===== src/rtl/counter_sweep_ctrl.sv =====
// Sweep controller: drives an external up/down counter between lo and hi
// as a triangle wave for a programmable number of periods.
module counter_sweep_ctrl #(
    parameter int W  = 4,
    parameter int RW = 8
) (
    input  logic          clk,
    input  logic          rst_n,
    input  logic          start,
    input  logic          abort,
    input  logic [W-1:0]  lo,
    input  logic [W-1:0]  hi,
    input  logic [RW-1:0] reps,
    input  logic [W-1:0]  cnt,
    output logic          ce,
    output logic          load,
    output logic [W-1:0]  load_val,
    output logic          up_down,
    output logic          busy,
    output logic          done,
    output logic          err
);

    localparam logic [W-1:0]  ONE_W  = {{(W-1){1'b0}}, 1'b1};
    localparam logic [RW-1:0] ONE_RW = {{(RW-1){1'b0}}, 1'b1};

    typedef enum logic [2:0] {
        S_IDLE = 3'd0,
        S_LOAD = 3'd1,
        S_UP   = 3'd2,
        S_DOWN = 3'd3,
        S_DONE = 3'd4
    } state_t;

    state_t        state_r;
    state_t        state_nxt_s;
    logic [W-1:0]  lo_q_r;
    logic [W-1:0]  hi_q_r;
    logic [RW-1:0] reps_q_r;
    logic [RW-1:0] per_r;
    logic [RW-1:0] per_nxt_s;
    logic [W-1:0]  lo_q_nxt_s;
    logic          accept_s;
    logic          reject_s;

    logic          ce_r;
    logic          load_r;
    logic [W-1:0]  load_val_r;
    logic          up_down_r;
    logic          busy_r;
    logic          done_r;
    logic          err_r;

    // Next-state and period-counter logic; abort overrides everything while busy.
    always_comb begin
        state_nxt_s = state_r;
        per_nxt_s   = per_r;
        accept_s    = 1'b0;
        reject_s    = 1'b0;
        case (state_r)
            S_IDLE: begin
                if (start && (hi <= lo)) begin
                    reject_s = 1'b1;
                end else if (start && !abort) begin
                    accept_s    = 1'b1;
                    per_nxt_s   = {RW{1'b0}};
                    state_nxt_s = S_LOAD;
                end else begin
                    state_nxt_s = S_IDLE;
                end
            end
            S_LOAD: begin
                if (abort) begin
                    state_nxt_s = S_IDLE;
                end else begin
                    state_nxt_s = S_UP;
                end
            end
            S_UP: begin
                // Turn one step early so the counter peaks exactly at hi_q.
                if (abort) begin
                    state_nxt_s = S_IDLE;
                end else if (cnt == (hi_q_r - ONE_W)) begin
                    state_nxt_s = S_DOWN;
                end else begin
                    state_nxt_s = S_UP;
                end
            end
            S_DOWN: begin
                if (abort) begin
                    state_nxt_s = S_IDLE;
                end else if (cnt == (lo_q_r + ONE_W)) begin
                    per_nxt_s = per_r + ONE_RW;
                    if ((reps_q_r != {RW{1'b0}}) && (per_r == (reps_q_r - ONE_RW))) begin
                        state_nxt_s = S_DONE;
                    end else begin
                        state_nxt_s = S_UP;
                    end
                end else begin
                    state_nxt_s = S_DOWN;
                end
            end
            S_DONE: begin
                state_nxt_s = S_IDLE;
            end
            default: begin
                state_nxt_s = S_IDLE;
            end
        endcase
    end

    // The load value must reflect lo in the same cycle it is captured.
    always_comb begin
        if (accept_s) begin
            lo_q_nxt_s = lo;
        end else begin
            lo_q_nxt_s = lo_q_r;
        end
    end

    // State, latched sweep parameters and period counter.
    always_ff @(posedge clk or negedge rst_n) begin
        if (!rst_n) begin
            state_r  <= S_IDLE;
            lo_q_r   <= {W{1'b0}};
            hi_q_r   <= {W{1'b0}};
            reps_q_r <= {RW{1'b0}};
            per_r    <= {RW{1'b0}};
        end else begin
            state_r <= state_nxt_s;
            per_r   <= per_nxt_s;
            lo_q_r  <= lo_q_nxt_s;
            if (accept_s) begin
                hi_q_r   <= hi;
                reps_q_r <= reps;
            end else begin
                hi_q_r   <= hi_q_r;
                reps_q_r <= reps_q_r;
            end
        end
    end

    // Outputs registered from the next state so they align with state_r.
    always_ff @(posedge clk or negedge rst_n) begin
        if (!rst_n) begin
            ce_r       <= 1'b0;
            load_r     <= 1'b0;
            load_val_r <= {W{1'b0}};
            up_down_r  <= 1'b0;
            busy_r     <= 1'b0;
            done_r     <= 1'b0;
            err_r      <= 1'b0;
        end else begin
            ce_r       <= (state_nxt_s == S_UP) || (state_nxt_s == S_DOWN);
            load_r     <= (state_nxt_s == S_LOAD);
            load_val_r <= (state_nxt_s == S_LOAD) ? lo_q_nxt_s : {W{1'b0}};
            up_down_r  <= (state_nxt_s == S_UP);
            busy_r     <= (state_nxt_s == S_LOAD) || (state_nxt_s == S_UP) ||
                          (state_nxt_s == S_DOWN);
            done_r     <= (state_nxt_s == S_DONE);
            err_r      <= reject_s;
        end
    end

    assign ce       = ce_r;
    assign load     = load_r;
    assign load_val = load_val_r;
    assign up_down  = up_down_r;
    assign busy     = busy_r;
    assign done     = done_r;
    assign err      = err_r;

endmodule


===== config.mk =====
export PLATFORM = sky130hd
export DESIGN_NAME = counter_sweep_ctrl
export DESIGN_NICKNAME = d
export VERILOG_FILES = /design/src/rtl/counter_sweep_ctrl.sv
export SDC_FILE = /design/constraint.sdc
export NUM_CORES = 1
export LEC_CHECK = 0
export BUFFER_PORTS_ARGS = -buffer_cell sky130_fd_sc_hd__buf_4
export CAP_MARGIN = 20
export CORE_MARGIN = 1
export CORE_UTILIZATION = 40
export CTS_BUF_LIST = sky130_fd_sc_hd__clkbuf_16
export CTS_CLUSTER_DIAMETER = 80
export CTS_CLUSTER_SIZE = 40
export DETAILED_ROUTE_END_ITERATION = 7
export GPL_ROUTABILITY_DRIVEN = 0
export SYNTH_ARGS = -nofsm -noshare
export SYNTH_HDL_FRONTEND = slang
export SYNTH_SLANG_ARGS = --single-unit

===== constraint.sdc =====
create_clock -name clk -period 3.3 [get_ports clk]
set_clock_uncertainty 0.15 [all_clocks]
set_input_delay 0.99 -clock clk [delete_from_list [all_inputs] [get_ports clk]]
set_output_delay 0.99 -clock clk [all_outputs]
set_load 0.01 [all_outputs]

==> results.ini <==
[floorplan]
die_y_um=73.9
start_util=0.426
fp.coreArea_um2=4850
die_area_um2=5460
die_w_um=73.9
fp-row-count=25
num_io_pins=34

[drt]
first_iter_violations=58
wl_mm=4.10
viasPerCell=5.06
wl_per_cell_um=13.6
drc=0
drt_first_pass_iters=4
via_count=1527
ant_nets=0

[global_route]
antenna_found_initial=0
grt_pass1_wl_mm=7.10
grtUsageMet3=0.0425
use_met1=0.207
grt_pass1_vias=1588
overflow=0
grtUsageMet2=0.302
top_usage_layer=met2
grt_max_degree=38
track_usage=0.176

[critical_path]
critPathRequiredTime_ns=3.31
worstReg2RegStart=lo_q_r[0]
crit_fanout=16
start_kind=input pin
crit_arrival_ns=2.60
worstSetupStartpoint=lo[1]
critPathKind=input pin to flop
crit_path_end_kind=flop

[timing]
hold_viol=0
fin_crit_ns=2.59
tightest_slew_ns=0.477
finalCritPeriodShare=0.784
setup_violations=0
slew_headroom=0.679
rsz0062_at_grt=no
drv_slew=0
fmax_ghz=0.387
setup_tns_ns=0

[placed_design]
place.detailed.hpwl_mm=3.02
io_buffers=33
place_area_um2=2380

[power]
p_per_area_nw_per_um2=591
irDropWorstVdd_v=0.000277
fin_total_pwr_mw=1.48
leakage_nw=1.18

[yosys]
synthDistinctLibCells=48
synth.area.top_cells=dfrtp_1 45%, ha_1 5.4%, xnor2_1 5.1%
synth-edff-count=0
synth_top_area_frac=0.448
synthCells=198
synth_warnings=0
synth_xor_area_frac=0.0999
yosys.area_share.simple=0.188
synth_mux_area_frac=0.0654
synthAdderAreaFrac=0.0545
synth_top_cell_by_area=dfrtp_1
syn_area_um2=2070
syn_nets=231
ys_seq_area_frac=0.448
synth_seq_cells=37
ys.flop_type=dfrtp_1
synth_top_family_by_area=simple AND/OR/NAND/NOR gates
avgSynthCellArea_um2=10.4
ys_async_sr_fraction=1.00
synth-compound-area-share=0.104

[cells_and_area]
utilization=0.518
mostFrequentLayoutCells=37 x dfrtp_1, 36 x buf_4, 17 x nor2_1
layout_commonest_cell=dfrtp_1
insertedDiodeCount=0
design_area_um2=2510
num-fill-cells=449
drive_above_1_share=0.217
area_growth_pct=21.6
num-nets-final=268

[clock_network]
cts.sinks=37
clk_latency_ns=0.28
cts_setup_buffers=0
ctsHtreeMaxLevel=2
cts_resized=0
cts_buffers=5
ctsHoldBuffers=0
cts_tree=yes
root_buffer=clkbuf_16
clock_path_buffers=2
clkTransAtPathRegs_ns=0.05

[worst_hold_path]
hold_path_startpoint=hi_q_r[3]
min-delay-path-class=flop to flop

[job]
drv_cap=0

[outcome]
status=completed

[cell usage after synthesis (2+ instances only)]
library cell  instances
o31ai_1               2
nand3_1               3
o21ai_1               5
inv_1                11
nand3_2               2
o211ai_1              3
nor2_1               17
nand4b_1              2
nor3_1                6
nor2b_1               3
dfrtp_1              37
clkbuf_1              2
nand2b_1              3
nand4_1               4
a21oi_1               5
and2_1                5
mux2_2                3
ha_1                  9
nand2_1              15
xnor2_1              12
o2111ai_1             3
xor2_1                9
mux2_1                9
buf_2                 2
o21ai_0               3
[state kept, by name, summed over array words and instances, names as in the netlist]
register	cells
busy	1
ce	1
done	1
err	1
hi_q_r	4
lo_q_r	4
load	1
load_val	4
per_r	8
reps_q_r	8
state_r	3
up_down	1
[area by class of cell]
class                   count  area, um2  area share
inverters                  11       41.3      0.0164
clock buffers               5        125      0.0498
flip-flops and latches     37        926       0.368
multi-input cells         144       1060       0.422
repair buffers             36        270       0.108
clock inverters             2       7.51     0.00299
well taps                  67       83.8      0.0333
[worst max-delay path, cell delays in order]
cell and delay, ns:
buf_4 0.09, inv_1 0.03, ha_1 0.29, nor2b_1 0.14, o211ai_1 0.23, a21oi_2 0.11, buf_4 0.21, o2111ai_1 0.26
xor2_1 0.20, nor2_1 0.05
[logic make-up (layout without fill, tap and decap cells)]
| family | Yosys count | after routing |
|---|---|---|
| and+or+nand+nor | 71 | 71 |
| DFF | 37 | 37 |
| AOI/OAI and AO/OA | 30 | 30 |
| xor gates and xnor gates | 22 | 22 |
| buffers and inverters | 17 | 54 |
| muxes | 12 | 12 |
| adders and majority gates | 9 | 9 |
[stage by stage]
stage | setup WS, ns | instances | hold slack (ns)
global route | 0.612 | 302 | 0.394
global placement | 0.471 | 295 | 0.337
finish | 0.713 | 302 | 0.353
floorplan | 0.670 | 198 | 0.320
detailed placement | 0.460 | 295 | 0.348
CTS | 0.708 | 302 | 0.359
[worst paths after layout]
kind	cells after the start	slack [ns]	to
worst max-delay path	10	0.71	per_r[6]
worst min-delay path	1	0.35	hi_q_r[3]
worst max register to register	7	0.99	per_r[4]
worst min register to register	1	0.35	hi_q_r[3]
max in group asynchronous	1	2.14	state_r[1]
min in group asynchronous	1	0.53	reps_q_r[3]
[power breakdown]
group | switching (mW) | leakage, nW | internal [mW]
Combinational | 0.210 | 0.631 | 0.220
Clock | 0.167 | 0.0685 | 0.270
Sequential | 0.0833 | 0.481 | 0.535
Total | 0.460 | 1.18 | 1.02
[routing by layer]
metal | part of all wire | routed length (um)
met5 | 0 | 0
met4 | 0.019 | 76
met3 | 0.034 | 141
met2 | 0.49 | 2020
met1 | 0.45 | 1860
Power figures use the tool's default switching activity.
